## src/rtl/cs_window_ctrl.sv

```systemverilog
// Sequencer for the CS window datapath: fills a WIN-deep circular buffer and fires calc_en on every sample once the window is full.
// Result appears LAT cycles after calc_en. While Y is held it freezes the datapath (dp_en=0) and blocks input (in_ready=0).
module cs_window_ctrl #(
    parameter int WIN = 9,
    parameter int AW  = 4,
    parameter int LAT = 1,
    parameter int LW  = 16
) (
    input  logic          clk,
    input  logic          reset,
    input  logic          start,
    input  logic [LW-1:0] frame_len,
    input  logic          in_valid,
    output logic          in_ready,
    input  logic          out_ready,
    output logic          out_valid,
    output logic          wr_en,
    output logic [AW-1:0] wr_addr,
    output logic          calc_en,
    output logic          dp_en,
    output logic          busy,
    output logic          done
);
    localparam int FW = $clog2(WIN + 1);

    localparam logic [2:0] S_IDLE  = 3'd0;
    localparam logic [2:0] S_FILL  = 3'd1;
    localparam logic [2:0] S_RUN   = 3'd2;
    localparam logic [2:0] S_FLUSH = 3'd3;
    localparam logic [2:0] S_DONE  = 3'd4;

    logic [2:0]    state_q, state_d;
    logic [LW-1:0] len_q, len_d;
    logic [LW-1:0] acc_q, acc_d;
    logic [FW-1:0] fill_q, fill_d;
    logic [AW-1:0] addr_q, addr_d;
    logic [LAT-1:0] vpipe_q, vpipe_d;

    logic stall;
    logic accept;
    logic last_sample;

    assign out_valid   = vpipe_q[LAT-1];
    assign stall       = out_valid & ~out_ready;
    assign dp_en       = ~stall;
    assign in_ready    = ((state_q == S_FILL) || (state_q == S_RUN)) & ~stall & (acc_q < len_q);
    assign accept      = in_valid & in_ready;
    assign wr_en       = accept;
    assign wr_addr     = addr_q;
    // The 9th sample completes the window in the same cycle it is written.
    assign calc_en     = accept & ((fill_q == FW'(WIN - 1)) | (state_q == S_RUN));
    assign busy        = (state_q != S_IDLE);
    assign done        = (state_q == S_DONE);
    assign last_sample = ((acc_q + LW'(1)) == len_q);

    always_comb begin
        state_d = state_q;
        len_d   = len_q;
        acc_d   = acc_q;
        fill_d  = fill_q;
        addr_d  = addr_q;
        case (state_q)
            S_IDLE: begin
                if (start) begin
                    if (frame_len != '0) begin
                        len_d   = frame_len;
                        acc_d   = '0;
                        fill_d  = '0;
                        addr_d  = '0;
                        state_d = S_FILL;
                    end else begin
                        state_d = S_DONE;
                    end
                end
            end
            S_FILL, S_RUN: begin
                if (accept) begin
                    acc_d  = acc_q + LW'(1);
                    addr_d = (addr_q == AW'(WIN - 1)) ? '0 : addr_q + AW'(1);
                    if (fill_q != FW'(WIN)) begin
                        fill_d = fill_q + FW'(1);
                    end
                    if (last_sample) begin
                        state_d = S_FLUSH;
                    end else if ((state_q == S_FILL) && (fill_q == FW'(WIN - 1))) begin
                        state_d = S_RUN;
                    end
                end
            end
            S_FLUSH: begin
                if (vpipe_q == '0) begin
                    state_d = S_DONE;
                end
            end
            S_DONE:  state_d = S_IDLE;
            default: state_d = S_IDLE;
        endcase
    end

    // Valid tokens move in lockstep with the datapath, so they freeze on stall too.
    always_comb begin
        vpipe_d = vpipe_q;
        if (dp_en) begin
            vpipe_d[0] = calc_en;
            for (int i = 1; i < LAT; i++) begin
                vpipe_d[i] = vpipe_q[i-1];
            end
        end
    end

    always_ff @(posedge clk or negedge reset) begin
        if (!reset) begin
            state_q <= S_IDLE;
            len_q   <= '0;
            acc_q   <= '0;
            fill_q  <= '0;
            addr_q  <= '0;
            vpipe_q <= '0;
        end else begin
            state_q <= state_d;
            len_q   <= len_d;
            acc_q   <= acc_d;
            fill_q  <= fill_d;
            addr_q  <= addr_d;
            vpipe_q <= vpipe_d;
        end
    end
endmodule

```

## config.mk

```make
export PLATFORM = sky130hd
export DESIGN_NAME = cs_window_ctrl
export DESIGN_NICKNAME = d
export VERILOG_FILES = /design/src/rtl/cs_window_ctrl.sv
export SDC_FILE = /design/constraint.sdc
export NUM_CORES = 1
export LEC_CHECK = 0
export CAP_MARGIN = 15
export CORE_MARGIN = 4
export CORE_UTILIZATION = 55
export CTS_BUF_LIST = sky130_fd_sc_hd__clkbuf_8
export DETAILED_ROUTE_END_ITERATION = 10
export GPL_TIMING_DRIVEN = 0
export PLACE_DENSITY = 0.88
export SYNTH_ARGS = -nofsm -noshare
export SYNTH_HDL_FRONTEND = slang
export SYNTH_SLANG_ARGS = --single-unit
export TNS_END_PERCENT = 1
```

## constraint.sdc

```tcl
create_clock -name clk -period 5.65 [get_ports clk]
set_clock_uncertainty 0.2 [all_clocks]
set_input_delay 0.8475 -clock clk [delete_from_list [all_inputs] [get_ports clk]]
set_output_delay 0.8475 -clock clk [all_outputs]
set_load 0.02 [all_outputs]
```

==> reports/results.env <==
WORST-ENDPOINT-ARRIVAL_NS=4.00
TIMING.REG2REG.SETUP_SLACK_NS=2.26
NNETSFINAL=434
SYNTH-XOR-AREA-SHARE_PCT=5.65
CPMAXSTAGEDELAYCELL='sky130_fd_sc_hd__clkdlybuf4s50_1'
CRITICAL_PATH.STARTPOINT_TYPE='input port'
ROUTE.VIAS.TOTAL=2831
LAYOUT-DRIVE-GT1-SHARE_PCT=8.67
POST_SYNTH_NUM_CELL_TYPES=54
CTS_TREE='done'
SYNTHADDERAREAFRAC_PCT=8.88
COMBINED_GLOBAL_ROUTE_UTILIZATION_OF_ALL_METAL_LAYERS_PCT=23.7
TIMING_HOLD_VIOLATIONS_FINAL=0
SYNTHARSTFLOPSHARE_PCT=100
IO_PINS=32
PERIOD_NEEDED_NS=5.05
DRT_FIRST_ITER_VIOLATIONS=257
CRITICAL_PATH.ENDPOINT_TYPE='primary output'
HOLD_BUFFERS=0
GATE_COUNT_OF_THE_MAPPED_NETLIST=352
RSZ0062_AT_GRT='false'
GRT_MAX_DEGREE=28
WL_PER_CELL_UM=17.4
CPLARGESTDELAYFAMILY='buffers and inverters'
CRITPATHMAXSTAGEDELAY_NS=0.65
CPMOSTUSEDCELL='sky130_fd_sc_hd__clkdlybuf4s50_1'
WORSTHOLDPATHTYPE='input port to asynchronous set/reset pin'
DETAIL_ROUTE.DRC_VIOLATIONS=0
FINAL-SETUP-VIOL-COUNT=0
LAYOUT.CELLS.MOST_COMMON='sky130_fd_sc_hd__dfrtp_1'
SYNTHESIS.YOSYS.WARNINGS=0
DETAILEDROUTE.FIRSTPASSITERATIONCOUNT=5
SYNTHDOMINANTAREACELLTYPE='sky130_fd_sc_hd__dfrtp_1'
R2R_START='len_q[13]'
SYNTH_COMPOUND_GATE_AREA_SHARE_PCT=16.9
WORST_SKEW_PAIR.LATE_LATENCY_NS=0.31
POST_DRT_VIA_CELL_RATIO=6.10
YS_SEQ_ELEMENTS=44
CHIPWIDTH_UM=83.1
POWER.IR.VDD_WORST_mV=0.218
CLOCK_TREE.BUFFER_DEPTH=2
POST-DP-HPWL_UM=6020
GRT_PASS1_VIAS=2797
POST-SYNTH-TOP-AREA-FRACTION_PCT=35.5
SYNTHTOLAYOUTAREAGROWTH_PCT=16.9
CLKSLEWWORSTSETUPHOLDPATHS_NS=0.09
DIE-HEIGHT_UM=83.1
RELSLEWSLACK_PCT=52.2
CP_MAX_FO=10
GLOBAL_PLACEMENT_ROUTABILITY_CONGESTION=0.905
INITIAL_ANTENNA_VIOLATION_COUNT=0
MOST_FREQUENT_CELLS_IN_THE_LAYOUT='sky130_fd_sc_hd__dfrtp_1, sky130_fd_sc_hd__nand2_1, sky130_fd_sc_hd__inv_1, sky130_fd_sc_hd__o21ai_0, sky130_fd_sc_hd__clkdlybuf4s50_1'
LARGEST_FAMILY_OF_LOGIC_CELLS_BY_SYNTHESIZED_AREA='simple AND/OR/NAND/NOR gates'
SEQUENTIAL_CELL_AREA_UM2=1100
DRT.ANTENNA.VIOLATING_NETS=0
MULTI_INPUT_GATE_AREA_IN_THE_FINAL_LAYOUT_UM2=1790
GRT_FIRST_PASS_WIRELENGTH_UM=13200
DRT-TOTAL-WL_UM=8090
SYNTH.MUX.AREA_FRACTION_PCT=5.01
WORST-R2R-CELL-COUNT=9
GLOBAL_ROUTE.OVERFLOW_TOTAL=0
CTS.REPAIR_TIMING.SETUP_BUFFER_COUNT=0
SEQ_AREA_FRAC_SYNTH_PCT=35.5
REG2REG_END='fill_q[1]'
BUFFER_AND_INVERTER_COUNT_ON_THE_WORST_PATH=5
CTS_SINKS=44
AVGSYNTHCELLAREA_UM2=8.80
NUMBER_OF_NETS_PRODUCED_BY_SYNTHESIS=395
CRIT_CHAIN='clkdlybuf4s50_1 -> nor2b_1 -> nor4_1 -> o221a_2 -> o211ai_1 -> inv_2 -> buf_4 -> buf_2 -> clkdlybuf4s50_1'
WORST-ENDPOINT-REQUIRED_NS=4.60
CORE_REGION_AREA_UM2=5470
POWER.DENSITY_nW_PER_UM2=446
FLOORPLAN.INITIALDENSITY_PCT=56.6
POST_SYNTH_INSTANCE_AREA_UM2=3100
PLACEDINSTANCEAREA_UM2=3510
LAYOUT.FILLER_CELLS=462
RUN_STATUS='finished, final reports clean'
UTILIZATION_AFTER_LAYOUT_PCT=66.2
P_LEAK_nW=1.59
YOSYS.AREA_SHARE.SIMPLE_PCT=21.4
TIMING.FMAX_MHz=198
FIN_CRIT_SH_PCT=89.4
TIMING.SETUP.TNS_NS=0
SETUP.WORST_PATH.CLASS='input port to primary output'
POST_CTS.RESIZED_INSTANCES=0
STD_CELL_ROWS=27
TIGHTEST_SLEW_NS=0.714
BUFFER_PORTS.INSERTED=31
DIE_AREA_UM2=6900
FINISHED_CELL_AREA_UM2=3620
CTS.ROOT.BUFFER_CELL='sky130_fd_sc_hd__clkbuf_8'
POSTSYNTH.TOPFLOPCELL='sky130_fd_sc_hd__dfrtp_1'
SLEW_VIOL_FINAL=0
CTS_INSERTED_BUFFERS=5
CLOCK_TREE.HTREE_LEVEL_COUNT=2
SYNTH_ENABLE_FLOP_CELLS=0
NUM_ANTENNA_CELLS=0
YOSYS-TOP-CELLS-AREA='sky130_fd_sc_hd__dfrtp_1, sky130_fd_sc_hd__ha_1, sky130_fd_sc_hd__o21ai_0'
MAX-CAP-VIOLATIONS=0
routing by layer:
metal / GRT usage (%) / up-vias / wire length [um]
met5: 0 / - / 0
met4: 7.73 / 0 / 160
met3: 4.56 / 14 / 618
met2: 40.7 / 137 / 3940
met1: 29.9 / 1345 / 3370
li1: - / 1335 / -
Yosys cell counts (all sizes together) (3+ instances only):
library cell,instances
xnor2,11
nand2,37
nor2,10
dfrtp,44
a21oi,14
and2,3
ha,22
or2,3
nor3,11
or4,3
mux2,4
or3,3
mux2i,11
nor2b,3
a22o,6
inv,32
and3,4
nand3,16
a211o,3
clkbuf,10
o21ai,32
o22ai,3
o211ai,4
buf,7
nor4,9
xor2,9
nand2b,4
o21a,3
nand4,7
cell families (layout without fill, tap and decap cells):
| family | Yosys count | count (layout) |
|---|---|---|
| AOI/OAI and AO/OA | 81 | 81 |
| xor gates and xnor gates | 20 | 20 |
| adders and majority gates | 22 | 22 |
| buffers and inverters | 49 | 89 |
| DFF | 44 | 44 |
| muxes | 15 | 15 |
| and+or+nand+nor | 121 | 121 |
cell type report:
cell class / count / area share (%)
Buffer: 17 / 2.38
Clock buffer: 5 / 1.90
Clock inverter: 3 / 1.07
Inverter: 32 / 3.32
Multi-Input combinational cell: 259 / 49.5
Sequential cell: 44 / 30.4
Tap cell: 72 / 2.49
Timing Repair Buffer: 32 / 8.98
worst max-delay path by stage:
stage | startpoint | endpoint | slack (ns) | cells past startpoint
after global placement | out_ready | wr_en | 0.74 | 9
after detailed placement | out_ready | wr_en | 0.75 | 9
final | out_ready | wr_en | 0.60 | 9
after global routing | out_ready | wr_en | 0.60 | 9
after CTS | out_ready | wr_en | 0.71 | 9
after floorplan | out_ready | wr_en | 2.51 | 7
state kept, by name, summed over array words and instances (netlist names):
signal and cells:
len_q 16, wr_addr 4, state_q 3, fill_q 4, out_valid 1, acc_q 16
metrics by stage:
stage	hold WS, ns	setup WS (ns)	power (mW)	std cells
finish	0.266	0.598	1.62	464
global route	0.293	0.603	1.72	464
CTS	0.272	0.713	1.61	464
detailed placement	0.290	0.748	1.36	456
global placement	0.279	0.737	1.31	455
floorplan	0.252	2.51	1.09	352
where the power goes:
part	switching (mW)	internal (mW)	total, mW
Combinational	0.486	0.353	0.839
Clock	0.110	0.130	0.240
Sequential	0.113	0.425	0.538
(Power assumes the default switching activity.)
